`config.mk`:
```
export PLATFORM = sky130hd
export DESIGN_NAME = rv32i_core_ctrl
export DESIGN_NICKNAME = d
export VERILOG_FILES = /design/src/rtl/rv32i_core_ctrl.sv
export SDC_FILE = /design/constraint.sdc
export NUM_CORES = 1
export LEC_CHECK = 0
export BUFFER_PORTS_ARGS = -buffer_cell sky130_fd_sc_hd__buf_2
export CAP_MARGIN = 5
export CORE_MARGIN = 2
export CORE_UTILIZATION = 35
export CTS_CLUSTER_SIZE = 25
export DETAILED_ROUTE_END_ITERATION = 16
export SLEW_MARGIN = 25
export SYNTH_ARGS = -nofsm -noshare
export SYNTH_HDL_FRONTEND = slang
export SYNTH_SLANG_ARGS = --single-unit
export TNS_END_PERCENT = 5
```
`constraint.sdc`:
```
create_clock -name clk -period 4.38 [get_ports clk]
set_input_delay 1.314 -clock clk [delete_from_list [all_inputs] [get_ports clk]]
set_output_delay 1.314 -clock clk [all_outputs]
set_load 0.02 [all_outputs]
```
`src/rtl/rv32i_core_ctrl.sv`:
```
// Multi-cycle sequencer for the RV32I datapath: owns PC/IR, steps the core state
// machine, drives fetch/data handshakes and rf_we, and implements debug run-control.
module rv32i_core_ctrl #(
   parameter logic [31:0] RESET_PC  = 32'h0000_0000,
   parameter logic [31:0] NOP_INSTR = 32'h0000_0013
) (
   input  logic        clk,
   input  logic        rst_n,
   output logic        imem_req,
   output logic [31:0] imem_addr,
   input  logic        imem_ready,
   input  logic [31:0] imem_rdata,
   output logic [31:0] instr,
   output logic [31:0] pc,
   input  logic        ctrl_mem_read,
   input  logic        ctrl_mem_write,
   input  logic        ctrl_reg_write,
   input  logic        ctrl_is_ebreak,
   input  logic        br_taken,
   input  logic [31:0] br_target,
   output logic        dmem_req,
   input  logic        dmem_ready,
   output logic        rf_we,
   input  logic        dbg_halt_req,
   input  logic        dbg_resume_req,
   input  logic        dbg_step_req,
   input  logic        dbg_bp_hit,
   input  logic        dbg_pc_we,
   input  logic [31:0] dbg_pc_wdata,
   output logic        halted,
   output logic [3:0]  halt_cause,
   output logic [2:0]  state,
   output logic [31:0] instret
);

   typedef enum logic [2:0] {
      CPU_RESET     = 3'd0,
      CPU_FETCH     = 3'd1,
      CPU_DECODE    = 3'd2,
      CPU_EXECUTE   = 3'd3,
      CPU_MEM_WAIT  = 3'd4,
      CPU_WRITEBACK = 3'd5,
      CPU_HALTED    = 3'd6,
      CPU_STEP      = 3'd7
   } cpu_state_e;

   typedef enum logic [3:0] {
      HALT_NONE       = 4'd0,
      HALT_REQUEST    = 4'd1,
      HALT_BREAKPOINT = 4'd2,
      HALT_STEP       = 4'd3,
      HALT_EBREAK     = 4'd4
   } halt_cause_e;

   cpu_state_e  state_q, state_d;
   halt_cause_e cause_q, cause_d;
   logic        step_mode, bp_skip, fetch_pend;
   logic        fetch_halt;

   // Once a fetch is outstanding it must complete; debug stops only between fetches.
   assign fetch_halt = !fetch_pend && (dbg_halt_req || (dbg_bp_hit && !bp_skip));

   assign state      = state_q;
   assign halt_cause = cause_q;
   assign imem_addr  = pc;

   // NOTE: sequential state uses non-blocking (<=) so every register samples pre-edge values.
   always_ff @(posedge clk or negedge rst_n) begin
      if (!rst_n) begin
         state_q <= CPU_RESET;
         cause_q <= HALT_NONE;
      end else begin
         state_q <= state_d;
         cause_q <= cause_d;
      end
   end

   // NOTE: defaults first so no path through the case leaves a variable unassigned (no latches).
   always_comb begin
      state_d = state_q;
      cause_d = cause_q;
      unique case (state_q)
         CPU_RESET:  state_d = CPU_FETCH;
         CPU_FETCH: begin
            if (fetch_halt) begin
               state_d = CPU_HALTED;
               cause_d = dbg_halt_req ? HALT_REQUEST : HALT_BREAKPOINT;
            end else if (imem_ready) begin
               state_d = CPU_DECODE;
            end
         end
         CPU_DECODE: state_d = CPU_EXECUTE;
         CPU_EXECUTE: begin
            if (ctrl_is_ebreak) begin
               state_d = CPU_HALTED;
               cause_d = HALT_EBREAK;
            end else if (ctrl_mem_read || ctrl_mem_write) begin
               state_d = CPU_MEM_WAIT;
            end else begin
               state_d = CPU_WRITEBACK;
            end
         end
         CPU_MEM_WAIT: if (dmem_ready) state_d = CPU_WRITEBACK;
         CPU_WRITEBACK: begin
            if (step_mode) begin
               state_d = CPU_HALTED;
               cause_d = HALT_STEP;
            end else begin
               state_d = CPU_FETCH;
            end
         end
         CPU_HALTED: begin
            if (dbg_step_req) begin
               state_d = CPU_STEP;
            end else if (dbg_resume_req) begin
               state_d = CPU_FETCH;
               cause_d = HALT_NONE;
            end
         end
         CPU_STEP: begin
            state_d = CPU_FETCH;
            cause_d = HALT_NONE;
         end
         default: state_d = CPU_RESET;
      endcase
   end

   always_comb begin
      imem_req = (state_q == CPU_FETCH) && !fetch_halt;
      dmem_req = (state_q == CPU_MEM_WAIT);
   end

   always_ff @(posedge clk or negedge rst_n) begin
      if (!rst_n) begin
         pc         <= RESET_PC;
         instr      <= NOP_INSTR;
         instret    <= 32'd0;
         halted     <= 1'b0;
         rf_we      <= 1'b0;
         step_mode  <= 1'b0;
         bp_skip    <= 1'b0;
         fetch_pend <= 1'b0;
      end else begin
         halted <= (state_d == CPU_HALTED);
         rf_we  <= (state_d == CPU_WRITEBACK) && ctrl_reg_write;

         if ((state_q == CPU_FETCH) && imem_req) begin
            fetch_pend <= !imem_ready;
            if (imem_ready) begin
               instr   <= imem_rdata;
               bp_skip <= 1'b0;
            end
         end

         unique case (state_q)
            CPU_WRITEBACK: begin
               pc      <= br_taken ? (br_target & ~32'h3) : pc + 32'd4;
               instret <= instret + 32'd1;
            end
            CPU_HALTED: begin
               if (dbg_pc_we) pc <= dbg_pc_wdata;
               if (!dbg_step_req && dbg_resume_req) bp_skip <= 1'b1;
            end
            CPU_STEP: begin
               step_mode <= 1'b1;
               bp_skip   <= 1'b1;
            end
            default: ;
         endcase

         if (state_d == CPU_HALTED) step_mode <= 1'b0;
      end
   end

endmodule

```
Word-level counts from Yosys, hierarchy flattened
Index checks and enable logic that the tools add are counted.

word-level totals
  flip-flop bits (word level) = 108
  input bits = 110
  output and inout port bits = 139

operators by class
  add/sub/neg operators = 2
  equal/unequal tests = 15
  multiplexer cells = 25
  reduce and logical (&&, ||, !) cells = 21

operators by type and width
  operator                                        number
  two-way mux 32 bit                              2
  case mux 32 bit (2 select lines)                1
  adder 32 x 1 -> 32 bit (second input constant)  1
  adder 32 x 3 -> 32 bit (second input constant)  1
  case mux 3 bit (7 select lines)                 1
  two-way mux 4 bit                               5
  case mux 4 bit (5 select lines)                 1
  == test 3 bit (second input constant)           6
  two-way mux 3 bit                               6
  != test 2 bit (second input constant)           6
  == test 3 x 2 -> 1 bit (second input constant)  2
  logical AND 1 bit                               6
  two-way mux 1 bit                               6
  AND reduction 6 bit                             1
  logical NOT 1 bit                               5
  nonzero test 5 bit                              1
  two-way mux 2 bit                               2
  AND reduction 2 bit                             2
  nonzero test 2 bit                              2
  == test 3 x 1 -> 1 bit (second input constant)  1
  logical NOT 3 bit                               1
  logical OR 1 bit                                2
  case mux 1 bit (2 select lines)                 1
  OR reduction 2 bit                              1

Logic depth before layout (Yosys ltp)
Gate-level depths: netlist of run 1.

  depth in word-level cells = 10
  gate-level depth with buffers = 8
  depth with buffers taken out = 6

Worst setup path before layout of run 1
OpenSTA, ideal clock, no wires.

  path type = input port to output port
  from = input port dbg_bp_hit
  to = output port imem_req
  arrival = 1.900 ns
  setup slack = 1.166 ns
  stages on the path = 3
  buffers on the path = 0
  path through = or3b_1 -> nand3_1 -> nor2_1

on the way
  longest elaborated chain between the ends = 5

ends and longest elaborated chain
  item               line  text
  from (decl)        27    input logic dbg_bp_hit,
  logical AND 1 bit  61    assign fetch_halt = !fetch_pend && (dbg_halt_req || (dbg_bp_hit && !bp_skip));
  logical OR 1 bit   61
  logical AND 1 bit  61
  logical NOT 1 bit  129   imem_req = (state_q == CPU_FETCH) && !fetch_halt;
  logical AND 1 bit  129
  to (decl)          9     output logic imem_req,

No other way between the ends.

Final worst setup path of run 1
Same ends and word-level chain as after synthesis.

==> results of run 1 <==
## logic make-up after synthesis
group,synth area share [%]
AOI/OAI and AO/OA,12.37
xor gates and xnor gates,7.154
adders and majority gates,0.4257
buffers and inverters,7.196
DFF,45.63
muxes,7.366
other,0.06381
and+or+nand+nor,19.80
## final timing paths
check / start / end / slack, ns / depth (start not counted)
setup / recovery: dbg_bp_hit / imem_req / 0.93 / 5
hold / removal: instret[31] / instret[31] / 0.47 / 1
setup reg to reg: state[0] / imem_addr[25] / 1.73 / 4
hold reg to reg: instret[31] / instret[31] / 0.47 / 1
max in group asynchronous: rst_n / instr[0] / 2.59 / 2
min in group asynchronous: rst_n / imem_addr[20] / 0.97 / 1
## metal layers
metal,track usage (%),vias to the layer above,part of all wire [%],routed length (um)
li1,-,2495,-,-
met1,24.61,2491,45,7345
met2,29.12,170,47,7659
met3,4.642,20,6.5,1065
met4,5.556,0,1.4,230
met5,0,-,0,0
## flip-flops by register name (all words and copies together) (netlist names)
| signal | count |
|---|---|
| imem_addr | 32 |
| instr | 32 |
| instret | 32 |
| halt_cause | 3 |
| state | 3 |
| bp_skip | 1 |
| fetch_pend | 1 |
| halted | 1 |
| rf_we | 1 |
| step_mode | 1 |
## per-stage QoR
| stage | total power [mW] | cells | setup slack (ns) |
|---|---|---|---|
| 6_report | 4.799 | 1022 | 0.9293 |
| 5_1_grt | 5.136 | 1021 | 0.8630 |
| 4_1_cts | 4.862 | 1021 | 0.9256 |
| 3_5_place_dp | 4.029 | 1005 | 0.9275 |
| 3_3_place_gp | 3.995 | 1005 | 0.9349 |
| 2_1_floorplan | 3.408 | 596 | 1.166 |
## critical path, delay by kind of cell
| family | cells | cell delay (ns) |
|---|---|---|
| buf+inv | 2 | 0.25 |
| simple gates | 3 | 0.56 |
## cell type report
class / count / share of cell area (%)
multi-input cells: 419 / 37.78
diodes: 1 / 0.03405
clock buffers: 10 / 3.252
inverters: 9 / 0.4597
repair buffers: 250 / 17.40
well taps: 220 / 3.746
flip-flops and latches: 107 / 36.49
clock inverters: 6 / 0.8343
## synth_stat cells, drive strengths merged (11+ instances only)
cell | n | area [um^2]
a21oi | 19 | 95.09
nor2 | 33 | 126.4
nand4 | 16 | 133.9
nand3 | 31 | 155.2
dfrtp | 104 | 2603
xnor2 | 33 | 289.0
mux2 | 34 | 382.9
o21ai | 38 | 190.2
buf | 50 | 347.8
clkbuf | 11 | 41.29
xor2 | 15 | 131.4
nand2 | 74 | 277.8
and3 | 15 | 93.84
## where the power goes
group | internal (mW) | leakage (nW) | switching (mW) | total [mW]
clock network | 0.414 | 0.144 | 0.400 | 0.814
logic | 0.856 | 2.15 | 1.36 | 2.21
registers | 1.35 | 1.35 | 0.426 | 1.77
==> results.ini, run 1 <==
[setup_path]
slowest_stage = or3b_1
worstPathArrival_ns = 2.14
cp_common_cell = buf_2
worst_setup_path_end_kind = output pin
crit_chain = buf_2 -> or3b_1 -> nand3_1 -> nor2_1 -> buf_2
critical_path_class = in2out
required_ns = 3.07
crit_fanout = 3
startpoint_type = primary input
slowest_delay_ns = 0.36

[cts]
postCtsSetupRepairBufs = 0
cts_max_path_buffers = 2
h-tree-depth = 3
numCtsBuffers = 9
worstSkewPairLatency_ns = 0.35
root_buffer = clkbuf_16
clkTransAtPathRegs_ns = 0.08
cts_tree = yes
cts_hold_buf = 0
clkSinkCount = 107
cts_resized = 0

[global_routing]
grt_first_pass_wirelength_um = 26180
grt_pass1_vias = 5045
antenna_found_initial = 0
grt_overflow = 0
grt_max_degree = 63
grt_usage_pct = 18.29

[placed_design]
hpwl_um = 12010
placed_cell_area_mm2 = 0.007044
port_buffers = 245
gp_congestion = 0.8673

[timing]
slew_headroom_pct = 48.71
rsz0062_at_grt = false
period_share_pct = 78.78
period_needed_ns = 3.451
fin_skew_ns = 0.008366
fmax_ghz = 0.2898
holdWs_ns = 0.4745
tightest_slew_ns = 0.7693
drv_slew = 0
fin_setup_tns_ns = 0
setup_viol = 0
hold_viol = 0

[cells_and_area]
fin_nets = 908
regArea_mm2 = 0.002681
filler_cell_count = 1634
fin_area_mm2 = 0.007348
drive_above_1_share_pct = 39.33
layout_commonest_cell = buf_2
final_util_pct = 44.47
final_cell_mix = 244 x buf_2, 104 x dfrtp_1, 74 x nand2_1
multi_input_area_mm2 = 0.002776
area_growth_pct = 25.04

[drt]
vias = 5176
via_per_inst = 5.065
drt_iter0_drc = 276
ant_nets = 0
drtPass1Iterations = 4
drt_wl_total_um = 16300
drc = 0
wl_per_cell_um = 15.95

[logic_synthesis]
ys.flop_type = dfrtp_1
synth_cells = 596
synth_seq_cells = 107
synth-edff-count = 0
yosysWarningCount = 0
async_reset_ff_share_pct = 100.0
avgSynthCellArea_um2 = 9.861
syn_nets = 708
yosysUniqueCellTypes = 61
seq_area_frac_synth_pct = 45.62
syn_area_mm2 = 0.005877

[die]
die_h_um = 133.6
coreArea_mm2 = 0.01652
num_io_pins = 249
dieArea_mm2 = 0.01784
rows = 47
die_w_um = 133.6
initial_utilization_pct = 35.56

[outcome]
status = finished clean

[power]
ir_drop_mv = 0.3069
p_leak_nw = 3.638
powerDensity_mw_per_mm2 = 653.1

[flow_run]
drv_cap = 0

[min_path]
hold_path_class = reg2reg

Power figures use the tool's default switching activity.
==> run 2, diff against run 1 <==
==> constraint.sdc (replaced) <==
create_clock -name clk -period 3.1 [get_ports clk]
set_input_delay 0.93 -clock clk [delete_from_list [all_inputs] [get_ports clk]]
set_output_delay 0.93 -clock clk [all_outputs]
set_load 0.02 [all_outputs]
==> run 2 against run 1 <==
Sequential power rose by 38%. Highest routed layer unchanged. Wire length fell by 0.31%. Clock power rose by 45%. Critical endpoint unchanged. Critical path type unchanged. Global-route usage fell by 0.14 points. Setup slack got worse by 0.52 ns. Count of clock-buffer cells in the layout rose by 1. Power rose by 43%. Via count fell by 0.41%. Die area did not move. Critical path depth did not move.
==> results.ini, run 2 (synthesis results as in run 1) <==
[cts]
postCtsSetupRepairBufs = 0  ; unchanged
cts_tree = yes
root_buffer = clkbuf_16
cts_max_path_buffers = 2  ; unchanged
clkSinkCount = 107  ; unchanged
cts_hold_buf = 0  ; unchanged
cts_resized = 0  ; unchanged
worstSkewPairLatency_ns = 0.35  ; about the same
clkTransAtPathRegs_ns = 0.07  ; about the same
numCtsBuffers = 9  ; unchanged
h-tree-depth = 3  ; unchanged

[global_routing]
grt_max_degree = 54  ; -14%
antenna_found_initial = 1  ; +1
grt_use_met3_pct = 4.300  ; -0.34 points
met2_usage_pct = 28.95  ; -0.17 points
grt_usage_pct = 18.16  ; -0.14 points
grt_first_pass_wirelength_um = 25740  ; -1.7%
grt.busiest_layer = met2
grt_util_met1_pct = 24.05  ; -0.55 points
grt_overflow = 0  ; unchanged
grt_pass1_vias = 4957  ; -1.7%

[timing]
slew_headroom_pct = 51.36  ; +2.6 points
hold_viol = 0  ; unchanged
setup_viol = 0  ; unchanged
tightest_slew_ns = 0.7229  ; -0.04640 ns
fin_skew_ns = 0.007523  ; -0.0008431 ns
period_share_pct = 86.83
fin_setup_tns_ns = 0  ; unchanged
holdWs_ns = 0.4756  ; +0.001169 ns
fmax_ghz = 0.3715
rsz0062_at_grt = false
period_needed_ns = 2.692
drv_slew = 0  ; unchanged

[flow_run]
drv_cap = 0  ; unchanged

[drt]
ant_nets = 0  ; unchanged
drc = 0  ; unchanged
via_per_inst = 5.000  ; -1.3%
wl_per_cell_um = 15.76  ; -1.2%
vias = 5155  ; -0.41%
drt_wl_total_um = 16250  ; -0.31%
drtPass1Iterations = 4  ; unchanged
drt_iter0_drc = 269  ; -2.5%

[min_path]
hold_path_class = reg2reg
min_path_cells = 1  ; unchanged

[setup_path]
crit_fanout = 3  ; unchanged
worst_setup_path_end_kind = output pin
worstPathArrival_ns = 1.76  ; -0.38 ns
required_ns = 2.17  ; -0.90 ns
startpoint_type = primary input
reg2regPathDepth = 5  ; +1
critical_path_class = in2out

[cells_and_area]
drive_above_1_share_pct = 39.75  ; +0.43 points
area_growth_pct = 26.42
final_cell_mix = 244 x buf_2, 104 x dfrtp_1, 74 x nand2_1
fin_nets = 917  ; +0.99%
layout_commonest_cell = buf_2

[die]
die_w_um = 133.6  ; unchanged
initial_utilization_pct = 35.56  ; unchanged
dieArea_mm2 = 0.01784  ; unchanged
coreArea_mm2 = 0.01652  ; unchanged
num_io_pins = 249  ; unchanged
rows = 47  ; unchanged
die_h_um = 133.6  ; unchanged

[power]
ir_drop_mv = 0.4140  ; +35%
p_leak_nw = 3.692  ; +1.5%
powerDensity_mw_per_mm2 = 926.4  ; +42%

[outcome]
status = finished clean

[placed_design]
port_buffers = 245  ; unchanged
gp_congestion = 0.8545  ; -1.5%
hpwl_um = 12240  ; +2.0%

[run 2: path summary, 6_finish.rpt]
| kind | start | endpoint | slack, ns |
|---|---|---|---|
| max in group asynchronous | rst_n | instr[1] | 1.85 |
| max | dbg_bp_hit | imem_req | 0.41 |
| min in group asynchronous | rst_n | imem_addr[14] | 0.54 |
| max reg2reg | state[2] | imem_addr[25] | 0.60 |
| min | instret[31] | instret[31] | 0.48 |
| min reg2reg | instret[31] | instret[31] | 0.48 |
[run 2: report_power, final]
| part | total, mW | leakage, nW | internal [mW] | switching, mW |
|---|---|---|---|---|
| clock network | 1.18 | 0.147 | 0.654 | 0.530 |
| registers | 2.45 | 1.35 | 1.90 | 0.549 |
| logic | 3.25 | 2.20 | 1.27 | 1.98 |
[run 2: layout make-up]
type	instances	area [um^2]
clock buffer	11	242.7
multi-input combinational	419	2775
timing repair buffer	259	1359
inverter	9	33.78
sequential	107	2681
antenna	1	2.502
fill	1662	9095
tap	220	275.3
clock inverter	5	60.06
[run 2: layer usage]
metal  share of wire, %  up-vias  routed length [um]
met5                  0        -                   0
met2                 48      150                7760
met4                1.5        0                 238
li1                   -     2513                   -
met1                 45     2478                7338
met3                5.6       14                 913
[run 2: worst max-delay path, stage by stage]
cell and delay, ns:
buf_2 0.08, or3b_1 0.36, nand3_1 0.14, nor2_1 0.08, buf_2 0.17
[run 2: per-stage QoR]
step                      power (mW)  cell area, um^2  setup slack (ns)  std cells  util, %
after floorplan                4.815             5877            0.6540        596        -
after global placement         5.717             7124            0.4135       1014    43.11
after detailed placement       5.759             7124            0.4085       1014    43.11
after CTS                      6.978             7427            0.4069       1030    44.95
after global routing           7.351             7427            0.3632       1030    44.95
final                          6.883             7430            0.4084       1031    44.96
==> run 3, diff against run 2 <==
--- a/config.mk
+++ b/config.mk
@@ -9,6 +9,7 @@
 export CAP_MARGIN = 5
 export CORE_MARGIN = 2
 export CORE_UTILIZATION = 35
+export CTS_BUF_LIST = sky130_fd_sc_hd__clkbuf_8
 export CTS_CLUSTER_SIZE = 25
 export DETAILED_ROUTE_END_ITERATION = 16
 export SLEW_MARGIN = 25
==> run 3 against run 2 <==
Die area is the same. Critical path depth stayed put. Register-to-register slack is essentially flat.
==> results.ini, run 3 (synthesis results as in run 1) <==
[cts]
cts_tree = yes
numCtsBuffers = 9  ; unchanged
clkTransAtPathRegs_ns = 0.09  ; +0.02 ns
worstSkewPairLatency_ns = 0.38  ; +0.03 ns
cts_hold_buf = 0  ; unchanged
postCtsSetupRepairBufs = 0  ; unchanged
h-tree-depth = 3  ; unchanged
cts_resized = 0  ; unchanged
root_buffer = clkbuf_8
cts_max_path_buffers = 2  ; unchanged
clkSinkCount = 107  ; unchanged

[power]
powerDensity_mw_per_mm2 = 899.7  ; -2.9%
total_power_mw = 6.594  ; -4.2%
p_leak_nw = 3.650  ; -1.1%
ir_drop_mv = 0.4136  ; about the same

[cells_and_area]
layout_commonest_cell = buf_2
fin_area_mm2 = 0.007328  ; -1.4%
filler_cell_count = 1672  ; +0.60%
final_util_pct = 44.35  ; -0.61 points
drive_above_1_share_pct = 39.75  ; unchanged
final_cell_mix = 244 x buf_2, 104 x dfrtp_1, 74 x nand2_1
fin_nets = 917  ; unchanged
multi_input_area_mm2 = 0.002775  ; unchanged
area_growth_pct = 24.70
fin_cells = 1031  ; unchanged
regArea_mm2 = 0.002681  ; unchanged

[timing]
period_needed_ns = 2.692  ; +0.0001620 ns
drv_slew = 0  ; unchanged
rsz0062_at_grt = false
tightest_slew_ns = 0.6904  ; -0.03245 ns
slew_headroom_pct = 53.55  ; +2.2 points
period_share_pct = 86.83  ; about the same
fin_setup_tns_ns = 0  ; unchanged
fin_skew_ns = 0.01266  ; +0.005141 ns
setup_viol = 0  ; unchanged
hold_viol = 0  ; unchanged
fmax_ghz = 0.3715  ; about the same

[die]
dieArea_mm2 = 0.01784  ; unchanged
die_h_um = 133.6  ; unchanged
coreArea_mm2 = 0.01652  ; unchanged
die_w_um = 133.6  ; unchanged
initial_utilization_pct = 35.56  ; unchanged
num_io_pins = 249  ; unchanged
rows = 47  ; unchanged

[drt]
via_per_inst = 5.008  ; +0.16%
ant_nets = 0  ; unchanged
drt_wl_total_um = 16270  ; about the same
drc = 0  ; unchanged
vias = 5163  ; +0.16%
wl_per_cell_um = 15.78  ; about the same
drtPass1Iterations = 4  ; unchanged
drt_iter0_drc = 323  ; +20%

[global_routing]
grt_pass1_vias = 4953  ; -0.081%
antenna_found_initial = 1  ; unchanged
grt_first_pass_wirelength_um = 25730  ; about the same
grt_max_degree = 54  ; unchanged
grt_usage_pct = 18.08  ; -0.073 points
grt_overflow = 0  ; unchanged

[setup_path]
critical_path_class = in2out
crit_start = dbg_bp_hit
required_ns = 2.17  ; about the same
crit_fanout = 3  ; unchanged
r2r-start = state[2]
startpoint_type = primary input
worst_setup_path_end_kind = output pin
worstPathArrival_ns = 1.76  ; about the same

[placed_design]
port_buffers = 245  ; unchanged
placed_cells = 1014  ; unchanged
placed_cell_area_mm2 = 0.007124  ; unchanged
gp_congestion = 0.8545  ; unchanged
hpwl_um = 12240  ; unchanged

[min_path]
worstHoldStart = instret[31]
hold_path_class = reg2reg

[outcome]
status = finished clean

[flow_run]
drv_cap = 0  ; unchanged

## run 3: final timing paths
kind	endpoint	cells after the start	slack, ns
worst min-delay path	instret[31]	1	0.48
worst min register to register	instret[31]	1	0.48
worst max-delay path	imem_req	5	0.41
worst max register to register	imem_addr[25]	5	0.61
min in group asynchronous	imem_addr[18]	1	0.50
max in group asynchronous	instr[1]	2	1.88
## run 3: cell type report
cell class              instances  area share [%]
diodes                          1         0.03415
flip-flops and latches        107           36.59
repair buffers                259           18.54
inverters                       9          0.4610
well taps                     220           3.756
clock buffers                  10           1.878
clock inverters                 6          0.8708
multi-input cells             419           37.87
## run 3: worst max-delay path: stages
cell     delay, ns
buf_2         0.08
or3b_1        0.36
nand3_1       0.14
nor2_1        0.08
buf_2         0.17
## run 3: routing by layer
metal  global-route usage (%)  wire, um  part of all wire (%)  up-vias
met4                    6.087       310                   1.9        0
li1                         -         -                     -     2511
met3                    4.300       952                   5.9       21
met1                    24.03      7357                    45     2478
met5                        0         0                     0        -
met2                    29.07      7646                    47      153
## run 3: report_power, final
group | internal, mW | switching, mW
registers | 1.90 | 0.550
clock network | 0.398 | 0.497
logic | 1.27 | 1.98
## run 3: per-stage QoR
step,hold slack [ns],setup slack (ns)
after floorplan,0.4724,0.6540
after global placement,0.4576,0.4135
after detailed placement,0.4678,0.4085
after CTS,0.4830,0.4069
after global routing,0.5134,0.3584
final,0.4781,0.4082
